===== src/rtl/serial_demux_8.sv =====
// serial_demux_8: bit-serial to WIDTH-bit word deserializer with a valid/ready word output.
// Optional macro SERIAL_DEMUX_PARITY_EN appends an even-parity bit to each frame and flags errors.
module serial_demux_8 #(
  parameter int WIDTH = 8,
`ifdef SERIAL_DEMUX_PARITY_EN
  localparam int SEL_W = $clog2(WIDTH) + 1,
  localparam int LAST  = WIDTH
`else
  localparam int SEL_W = $clog2(WIDTH),
  localparam int LAST  = WIDTH - 1
`endif
) (
  input  logic             clk,
  input  logic             rst_n,
  input  logic             in_valid,
  input  logic             in_bit,
  output logic             in_ready,
  output logic [SEL_W-1:0] select,
  output logic [0:WIDTH-1] out_data,
  output logic             out_valid,
  input  logic             out_ready,
  output logic             parity_err
);

  logic [SEL_W-1:0] sel_r;
  logic [SEL_W-1:0] sel_nxt_s;
  logic [0:WIDTH-1] asm_r;
  logic [0:WIDTH-1] asm_nxt_s;
  logic [0:WIDTH-1] data_r;
  logic             valid_r;
  logic             last_slot_s;
  logic             accept_s;
  logic             complete_s;
  logic             deliver_s;

  // Only the frame-completing bit can stall, and only while the buffered word is unconsumed.
  assign last_slot_s = (sel_r == SEL_W'(LAST));
  assign in_ready    = !(last_slot_s && valid_r && !out_ready);
  assign accept_s    = in_valid && in_ready;
  assign complete_s  = accept_s && last_slot_s;
  assign deliver_s   = valid_r && out_ready;

  assign select    = sel_r;
  assign out_data  = data_r;
  assign out_valid = valid_r;

  // Next select value and assembly contents for the bit accepted this cycle.
  always_comb begin
    sel_nxt_s = sel_r;
    asm_nxt_s = asm_r;
    if (accept_s) begin
      if (last_slot_s) begin
        sel_nxt_s = {SEL_W{1'b0}};
      end else begin
        sel_nxt_s = sel_r + SEL_W'(1'b1);
      end
      for (int i = 0; i < WIDTH; i++) begin
        if (sel_r == SEL_W'(i)) begin
          asm_nxt_s[i] = in_bit;
        end else begin
          asm_nxt_s[i] = asm_r[i];
        end
      end
    end else begin
      sel_nxt_s = sel_r;
      asm_nxt_s = asm_r;
    end
  end

  // Select counter and assembly register.
  always_ff @(posedge clk or negedge rst_n) begin
    if (!rst_n) begin
      sel_r <= {SEL_W{1'b0}};
      asm_r <= {WIDTH{1'b0}};
    end else begin
      sel_r <= sel_nxt_s;
      asm_r <= asm_nxt_s;
    end
  end

  // Output word register; a completing word may replace one being delivered on the same edge.
  always_ff @(posedge clk or negedge rst_n) begin
    if (!rst_n) begin
      data_r  <= {WIDTH{1'b0}};
      valid_r <= 1'b0;
    end else if (complete_s) begin
      data_r  <= asm_nxt_s;
      valid_r <= 1'b1;
    end else if (deliver_s) begin
      valid_r <= 1'b0;
    end
  end

`ifdef SERIAL_DEMUX_PARITY_EN
  logic perr_r;

  function automatic logic odd_ones(input logic [0:WIDTH-1] d);
    odd_ones = ^d;
  endfunction

  // Parity flag loads with the word; the parity slot never writes the assembly register.
  always_ff @(posedge clk or negedge rst_n) begin
    if (!rst_n) begin
      perr_r <= 1'b0;
    end else if (complete_s) begin
      perr_r <= odd_ones(asm_r) ^ in_bit;
    end else if (deliver_s) begin
      perr_r <= 1'b0;
    end
  end

  assign parity_err = perr_r;
`else
  assign parity_err = 1'b0;
`endif

endmodule


===== config.mk =====
export PLATFORM = sky130hd
export DESIGN_NAME = serial_demux_8
export DESIGN_NICKNAME = d
export VERILOG_FILES = /design/src/rtl/serial_demux_8.sv
export SDC_FILE = /design/constraint.sdc
export NUM_CORES = 1
export LEC_CHECK = 0
export ABC_AREA = 1
export BUFFER_PORTS_ARGS = -buffer_cell sky130_fd_sc_hd__buf_2
export CORE_ASPECT_RATIO = 0.8
export CORE_UTILIZATION = 45
export CTS_BUF_LIST = sky130_fd_sc_hd__clkbuf_4
export CTS_CLUSTER_SIZE = 24
export DETAILED_ROUTE_END_ITERATION = 6
export GPL_TIMING_DRIVEN = 1
export PLACE_DENSITY = 0.78
export SKIP_CTS_REPAIR_TIMING = 1
export SLEW_MARGIN = 40
export SYNTH_ARGS = -nofsm -noshare
export SYNTH_HDL_FRONTEND = slang
export SYNTH_SLANG_ARGS = --single-unit

===== constraint.sdc =====
create_clock -name clk -period 1.7 [get_ports clk]
set_input_delay 0.34 -clock clk [delete_from_list [all_inputs] [get_ports clk]]
set_output_delay 0.34 -clock clk [all_outputs]
set_load 0.005 [all_outputs]

==> impl_metrics.tcl, run 1 <==
set metrics [dict create \
    outcome "completed" \
    cts_sinks 19 \
    layout.nets 154 \
    dieWidth_um 54 \
    fillerInstances 179 \
    count_of_different_cell_masters_after_synthesis 14 \
    drt-initial-drc-count 16 \
    clock_skew_ns 0.00816 \
    arrival_ns 1.31 \
    grt_antenna_before_repair 0 \
    cp_common_cell "ha_4" \
    clock_power_share_pct 14.5 \
    final_layout_size_suffix_gt1_share_pct 24.6 \
    timing.critical_path.slowest_cell_delay_ns 0.45 \
    tcrit_tclk_final_pct 97.2 \
    numCtsBuffers 3 \
    clk_root_buffer_cell "clkbuf_4" \
    global_route.overflow_total 0 \
    final.min_clock_period_ns 1.65 \
    via_per_inst 4.83 \
    post_synth_instance_area_um2 973 \
    hold_path_class "input port to flop" \
    clkLatencyLatePin_ns 0.31 \
    yosysWarningCount 0 \
    routabilityCongestion 0.790 \
    place_inst 158 \
    start_util_pct 49.6 \
    hold_violations 0 \
    cp_top_family "flip-flops" \
    antenna_violating_nets_post_route 0 \
    power_density_nw_per_um2 1460 \
    via_count 801 \
    tritoncts "built" \
    syn_inst 120 \
    irDropWorstVdd_mv 0.900 \
    worst-endpoint-required_ns 1.36 \
    max-clock-path-buffers 2 \
    cp-end-kind "output port" \
    cp_max_fo 4 \
    die_area_um2 2350 \
    layout.cell_area.non_filler_um2 1150 \
    critPathLaunchType "flop" \
    seqPwrFrac_pct 45.3 \
    timing.fmax_ghz 0.605 \
    post-route-drc-count 0 \
    post-synth-top-area-fraction_pct 48.8 \
    via_count_of_the_first_global_routing_pass 753 \
    critical_path.cell_chain "ha_4 -> ha_4 -> nand3_2 -> buf_2" \
    power_switching_share_pct 39.1 \
    finalSetupViolCount 0 \
    timing_worst_setup_path_type "flop to output port" \
    drt_first_pass_iters 4 \
    antenna_cells_inserted 0 \
    chipHeight_um 43.6 \
    netSwitchingPower_uw 653 \
    num_rows 14 \
    drt_wl_total_um 1950 \
    port-buffer-count 17 \
    route.detailed.wl_per_inst_um 11.8 \
    cts.htree.levels 1 \
    p_int_mw 1.02 \
    dpl.hpwl_um 1420 \
    crit_slowest_cell "dfrtp_2" \
    total_power_mw 1.67 \
    path_clk_slew_ns 0.11 \
    postSynthRegisterBits 19 \
    syn-num-nets 131 \
    grt_max_degree 20 \
    floorplan.io_pins 19 \
    final_number_of_max_transition_violations 0 \
    number_of_max_cap_violations 0 \
    globalRouteTotalUtil_pct 19.8 \
    syn-mean-instance-area_um2 8.11 \
    synthToLayoutAreaGrowth_pct 17.7 \
    cell_area_after_placement_um2 1060 \
    core-area_um2 1960 \
    p_leak_nw 0.651 \
    grt_first_pass_wirelength_um 3170 \
    synth.yosys.seq_area_share_pct 48.8 \
    comb_power_share_pct 40.2 \
    layout.cells.non_filler 166 \
    post_synth_main_area_contributors "dfrtp_1 49%, nand2_1 24%, ha_1 7.7%" \
    worst-path-buf-inv 1 \
    synth_area_leader_cell "dfrtp_1" \
]
==> power groups by stage <==
| stage | Combinational (mW) | Sequential (mW) | Clock (mW) |
|---|---|---|---|
| 2_1_floorplan | 0.411 | 0.753 | 0 |
| 3_3_place_gp | 0.593 | 0.750 | 0 |
| 3_5_place_dp | 0.615 | 0.759 | 0 |
| 4_1_cts | 0.617 | 0.750 | 0.250 |
| 5_1_grt | 0.772 | 0.782 | 0.271 |
| 6_report | 0.672 | 0.756 | 0.243 |
==> layer usage <==
| layer | global-route usage (%) | vias up | part of all wire [%] |
|---|---|---|---|
| li1 | - | 410 | - |
| met1 | 23.8 | 372 | 46 |
| met2 | 32.1 | 15 | 48 |
| met3 | 7.37 | 4 | 4.6 |
| met4 | 7.69 | 0 | 1.6 |
| met5 | 0 | - | 0 |
==> area by class of cell <==
| type | count | area (um2) | area share [%] |
|---|---|---|---|
| inverter | 10 | 37.5 | 3.28 |
| clock buffer | 3 | 22.5 | 1.97 |
| sequential | 19 | 478 | 41.7 |
| multi-input combinational | 88 | 455 | 39.7 |
| timing repair buffer | 21 | 118 | 10.3 |
| clock inverter | 1 | 5.00 | 0.437 |
| tap | 24 | 30.0 | 2.62 |
==> state kept, by name, summed over array words and instances, names as in the netlist <==
register   cells
asm_r          7
out_valid      1
select         3
out_data       8
==> synth_stat cells, drive strengths merged <==
| library cell | n |
|---|---|
| nand2 | 64 |
| dfrtp | 19 |
| inv | 10 |
| o21ai | 9 |
| ha | 6 |
| nand3 | 5 |
| buf | 3 |
| nor2 | 2 |
| conb | 1 |
| or2 | 1 |
==> final timing paths <==
check                       startpoint           to  slack, ns  cells after the start
setup / recovery             select[0]     in_ready       0.05                      4
hold / removal               out_ready    out_valid       0.36                      4
setup reg to reg             select[0]     asm_r[1]       0.26                      7
hold reg to reg            out_data[0]  out_data[0]       0.49                      2
max in group asynchronous        rst_n    select[1]       0.87                      2
min in group asynchronous        rst_n  out_data[7]       0.49                      2
==> through the flow <==
stage | setup slack (ns) | TNS (ns) | hold slack, ns | utilization [%]
6_report | 0.0480 | 0 | 0.364 | 58.4
5_1_grt | -0.00720 | -0.00720 | 0.359 | 58.4
4_1_cts | -0.113 | -0.113 | -0.0470 | 55.4
3_5_place_dp | 0.104 | 0 | 0.306 | 54.0
3_3_place_gp | 0.177 | 0 | 0.300 | 54.0
2_1_floorplan | 0.311 | 0 | 0.0444 | -
==> tightest hold or removal path: stages <==
cell and delay (ns):
buf_2 0.09, inv_1 0.06, nand2_1 0.09, nand2_1 0.06
==> logic make-up (layout without fill, tap and decap cells) <==
group | Yosys count | after routing | share of synthesized area, %
adders and majority gates | 6 | 6 | 7.71
AOI/OAI and AO/OA | 9 | 9 | 6.17
and+or+nand+nor | 72 | 72 | 29.9
buffers and inverters | 13 | 35 | 6.94
other | 1 | 1 | 0.385
DFF | 19 | 19 | 48.8
==> cells in the final DEF (no fill, tap or decap) <==
| cell type | n |
|---|---|
| nand2_2 | 1 |
| conb_1 | 1 |
| ha_4 | 2 |
| nand3_2 | 2 |
| ha_1 | 4 |
| o21ai_0 | 5 |
| nand3_1 | 3 |
| or2_0 | 1 |
| o21ai_2 | 4 |
| nor2_1 | 2 |
| dfrtp_1 | 17 |
| clkinv_2 | 1 |
| buf_4 | 3 |
| inv_1 | 10 |
| dlygate4sd3_1 | 1 |
| clkbuf_4 | 3 |
| buf_2 | 17 |
| nand2_1 | 63 |
| dfrtp_2 | 2 |
(Power assumes the default switching activity.)
==> inputs of run 2 (changes only) <==
--- a/config.mk
+++ b/config.mk
@@ -7,13 +7,16 @@
 export LEC_CHECK = 0
 export ABC_AREA = 1
 export BUFFER_PORTS_ARGS = -buffer_cell sky130_fd_sc_hd__buf_2
-export CORE_ASPECT_RATIO = 0.8
-export CORE_UTILIZATION = 45
+export CAP_MARGIN = 30
+export CELL_PAD_IN_SITES_DETAIL_PLACEMENT = 2
+export CELL_PAD_IN_SITES_GLOBAL_PLACEMENT = 2
+export CORE_ASPECT_RATIO = 0.75
+export CORE_UTILIZATION = 32
 export CTS_BUF_LIST = sky130_fd_sc_hd__clkbuf_4
 export CTS_CLUSTER_SIZE = 24
 export DETAILED_ROUTE_END_ITERATION = 6
 export GPL_TIMING_DRIVEN = 1
-export PLACE_DENSITY = 0.78
+export PLACE_DENSITY = 0.9
 export SKIP_CTS_REPAIR_TIMING = 1
 export SLEW_MARGIN = 40
 export SYNTH_ARGS = -nofsm -noshare
==> run 2 against run 1 <==
Worst setup slack got worse by 0.029 ns. Fmax fell by 1.7%. Flip-flop and latch count did not move. Sequential share of layout area down 0.89 points. Critical endpoint unchanged.
==> impl_metrics.tcl, run 2 (synthesis gave the netlist of run 1 again) <==
set metrics [dict create \
    cp_max_fo 4 \
    clock_skew_ns 0.00135 \
    num_rows 16 \
    hold_path_class "input port to flop" \
    die_area_um2 3270 \
    hold_violations 0 \
    via_count_of_the_first_global_routing_pass 883 \
    via_per_inst 4.75 \
    antenna_violating_nets_post_route 0 \
    p_leak_nw 0.657 \
    drt_wl_total_um 2920 \
    startpoint "select[1]" \
    finalSetupViolCount 0 \
    most_frequent_cells_in_the_layout "63 x nand2_1, 17 x dfrtp_1, 17 x buf_2" \
    core-area_um2 2740 \
    numCtsBuffers 3 \
    regToRegSetupSlack_ns 0.16 \
    drt_first_pass_iters 3 \
    final_core_util_pct 42.7 \
    timing.fmax_ghz 0.595 \
    irDropWorstVdd_mv 0.546 \
    floorplan.io_pins 19 \
    clkLatencyLatePin_ns 0.31 \
    tcrit_tclk_final_pct 98.9 \
    layout.cells.non_filler 179 \
    destination_of_the_worst_register_to_register_timing_path "asm_r[6]" \
    post-route-drc-count 0 \
    number_of_max_cap_violations 0 \
    antenna_cells_inserted 0 \
    critPathLaunchType "flop" \
    arrival_ns 1.34 \
    power_density_nw_per_um2 1520 \
    drt-initial-drc-count 14 \
    startpoint_of_the_worst_slack_reg_to_reg_timing_path "select[0]" \
    via_count 851 \
    layout.nets 155 \
    grt_first_pass_wirelength_um 4240 \
    grt_antenna_before_repair 0 \
    route.detailed.wl_per_inst_um 16.3 \
    tritoncts "built" \
    worst_setup_ep "in_ready" \
    synthToLayoutAreaGrowth_pct 20.3 \
    ff2ff_path_depth 7 \
    timing_worst_setup_path_type "flop to output port" \
    max-clock-path-buffers 2 \
    final.min_clock_period_ns 1.68 \
    outcome "completed" \
    globalRouteTotalUtil_pct 17.3 \
    cp-end-kind "output port" \
    largest_reg_flops 8 \
    cts.htree.levels 1 \
    cts_sinks 19 \
    path_clk_slew_ns 0.12 \
    worst-endpoint-required_ns 1.36 \
    clk_root_buffer_cell "clkbuf_4" \
    final_layout_size_suffix_gt1_share_pct 25.2 \
    port-buffer-count 17 \
    dieWidth_um 65.7 \
    hold-worst-slack_ns 0.371 \
    place_inst 171 \
    dpl.hpwl_um 1900 \
    start_util_pct 35.5 \
    grt_max_degree 20 \
    final_number_of_max_transition_violations 0 \
    routabilityCongestion 0.734 \
    chipHeight_um 49.8 \
    final_common_cell "nand2_1" \
    global_route.overflow_total 0 \
]
==> run 2: cell types whose count changed in the layout (fill, tap and decap cells not counted) <==
cell      delta
clkinv_2     -1
buf_4        +1
clkbuf_4     +1
==> run 2: worst min-delay path by stage <==
| stage | startpoint | to | slack, ns | depth (start not counted) |
|---|---|---|---|---|
| after floorplan | rst_n | asm_r[0] | 0.04 | 0 |
| after global placement | rst_n | asm_r[3] | 0.31 | 1 |
| after detailed placement | rst_n | asm_r[3] | 0.32 | 1 |
| after CTS | rst_n | select[0] | -0.02 | 1 |
| after global routing | out_ready | out_valid | 0.40 | 4 |
| final | out_ready | out_valid | 0.37 | 4 |
==> run 2: cell type report <==
cell class | instances | area [um2]
timing repair buffer | 22 | 125
sequential | 19 | 478
fill | 325 | 1570
inverter | 10 | 37.5
clock buffer | 4 | 30.0
tap | 36 | 45.0
multi-input combinational | 88 | 455
==> run 2: critical path: stages, from the launching register on <==
cell,delay (ns)
dfrtp_2,0.47
ha_4,0.19
ha_4,0.17
nand3_2,0.08
buf_2,0.11
==> run 2: layer usage <==
metal	GRT usage, %	vias to the layer above	part of all wire, %
met4	1.09	0	0.34
met5	0	-	0
met2	28.9	11	48
met1	23.0	428	50
met3	4.86	2	1.8
li1	-	410	-
==> run 2: power by group <==
part | total, mW | switching [mW] | leakage [nW] | internal [mW]
clock | 0.265 | 0.157 | 0.0184 | 0.108
combinational | 0.738 | 0.435 | 0.393 | 0.303
sequential | 0.777 | 0.146 | 0.245 | 0.632
==> run 2: metrics by stage <==
| stage | cell area (um2) | setup TNS [ns] | setup WS [ns] | total power, mW |
|---|---|---|---|---|
| after floorplan | 973 | 0 | 0.311 | 1.16 |
| after global placement | 1080 | 0 | 0.209 | 1.37 |
| after detailed placement | 1080 | 0 | 0.0573 | 1.43 |
| after CTS | 1110 | -0.108 | -0.108 | 1.69 |
| after global routing | 1170 | -0.0421 | -0.0421 | 1.93 |
| final | 1170 | 0 | 0.0188 | 1.78 |
==> inputs of run 3 (changes only) <==
==> constraint.sdc (replaced) <==
create_clock -name clk -period 1.7 [get_ports clk]
set_input_delay 0.17 -clock clk [delete_from_list [all_inputs] [get_ports clk]]
set_output_delay 0.17 -clock clk [all_outputs]
set_load 0.005 [all_outputs]
==> run 3 against run 2 <==
Combinational power is 12% lower. Clock-buffer cell count did not move. Wire length decreased by 15%. Design area decreased by 4.2%. Critical path depth unchanged. Flip-flop and latch count did not move. Fmax increased by 3.8%. Critical endpoint unchanged. Largest cell class unchanged.
==> impl_metrics.tcl, run 3 (synthesis gave the netlist of run 1 again) <==
set metrics [dict create \
    drt_first_pass_iters 4 \
    cell_area_after_placement_um2 1080 \
    timing.fmax_ghz 0.618 \
    grt_setup_unrepaired "yes" \
    antenna_cells_inserted 0 \
    hold_violations 0 \
    globalRouteTotalUtil_pct 17.3 \
    place_ws_ns 0.0573 \
    crit_slowest_cell "dfrtp_2" \
    final_number_of_max_transition_violations 0 \
    finalSetupViolCount 0 \
    via_count 827 \
    core-area_um2 2740 \
    clk_root_buffer_cell "clkbuf_4" \
    hold_path_class "input port to flop" \
    fin_setup_tns_ns 0 \
    number_of_max_cap_violations 0 \
    critical_path.cell_chain "ha_1 -> ha_1 -> nand3_2 -> buf_2" \
    drt-initial-drc-count 20 \
    comb_power_share_pct 39.2 \
    chipHeight_um 49.8 \
    clkLatencyLatePin_ns 0.30 \
    p_leak_nw 0.642 \
    arrival_ns 1.45 \
    worst-endpoint-required_ns 1.53 \
    cp_max_fo 6 \
    outcome "completed" \
    grt_max_degree 20 \
    tritoncts "built" \
    fillerInstances 330 \
    drt_wl_total_um 2490 \
    floorplan.io_pins 19 \
    tcrit_tclk_final_pct 95.2 \
    largest_reg_flops 8 \
    port-buffer-count 17 \
    die_area_um2 3270 \
    dieWidth_um 65.7 \
    synthToLayoutAreaGrowth_pct 15.3 \
    path_clk_slew_ns 0.12 \
    grt_first_pass_wirelength_um 4240 \
    route.detailed.wl_per_inst_um 14.2 \
    cp-end-kind "output port" \
    antenna_violating_nets_post_route 0 \
    cp_common_cell "ha_1" \
    place_inst 171 \
    cts.htree.levels 1 \
    routed.top_layer "met4" \
    num_rows 16 \
    timing_worst_setup_path_type "flop to output port" \
    layout.nets 152 \
    grt_antenna_before_repair 0 \
    max-clock-path-buffers 2 \
    post-route-drc-count 0 \
    timing.critical_path.slowest_cell_delay_ns 0.46 \
    seqPwrFrac_pct 45.3 \
    final_core_util_pct 40.9 \
    layout.cells.non_filler 176 \
    irDropWorstVdd_mv 0.481 \
    power_switching_share_pct 40.0 \
    p_int_uw 997 \
    power_density_nw_per_um2 1480 \
    clock_skew_ns 0.00695 \
    total_power_mw 1.66 \
    cp_top_family "adder cells" \
    most_frequent_cells_in_the_layout "63 x nand2_1, 18 x dfrtp_1, 17 x buf_2" \
    routedLengthMet1_um 1230 \
    final_common_cell "nand2_1" \
    final_layout_size_suffix_gt1_share_pct 22.1 \
    multi_input_gate_area_in_the_final_layout_um2 430 \
    worst-path-buf-inv 1 \
    via_per_inst 4.70 \
    wl_met3_um 76 \
    ff_latch_area_um2 477 \
    netSwitchingPower_uw 666 \
    hold-worst-slack_ns 0.204 \
    global_route.overflow_total 0 \
    cts_sinks 19 \
    layout.cell_area.non_filler_um2 1120 \
    numCtsBuffers 3 \
    critPathLaunchType "flop" \
    dpl.hpwl_um 1900 \
    clock_power_share_pct 15.5 \
    via_count_of_the_first_global_routing_pass 883 \
    start_util_pct 35.5 \
    met2_wirelength_um 1180 \
    routabilityCongestion 0.734 \
    final.min_clock_period_ns 1.62 \
    post-route-worst-setup-slack_ns 0.0810 \
]
[run 3: per-layer routing]
layer  vias up  global-route usage, %
met5         -                      0
met4         0                   1.09
met3         2                   4.86
met2        11                   28.9
met1       412                   23.0
li1        402                      -
[run 3: worst min-delay path, cell delays in order]
cell,delay (ns)
buf_2,0.09
inv_1,0.05
nand2_1,0.10
nand2_1,0.06
[run 3: final timing paths]
check / from / end / slack, ns / depth (start not counted)
worst max-delay path: select[0] / in_ready / 0.08 / 4
worst min-delay path: out_ready / out_valid / 0.20 / 4
worst max register to register: select[1] / out_data[6] / 0.13 / 6
worst min register to register: out_data[5] / out_data[5] / 0.50 / 2
max in group asynchronous: rst_n / select[0] / 1.02 / 2
min in group asynchronous: rst_n / asm_r[4] / 0.35 / 2
[run 3: power groups by stage]
stage	sequential, mW	clock (mW)	combinational, mW
finish	0.754	0.258	0.651
CTS	0.755	0.263	0.670
detailed placement	0.765	0	0.661
global placement	0.754	0	0.619
global route	0.779	0.283	0.756
floorplan	0.753	0	0.411
[run 3: final cells by class]
type                            count  area share, %
Tap cell                           36           4.01
Sequential cell                    19           42.5
Clock buffer                        4           2.68
Timing Repair Buffer               19           9.14
Multi-Input combinational cell     88           38.3
Inverter                           10           3.34
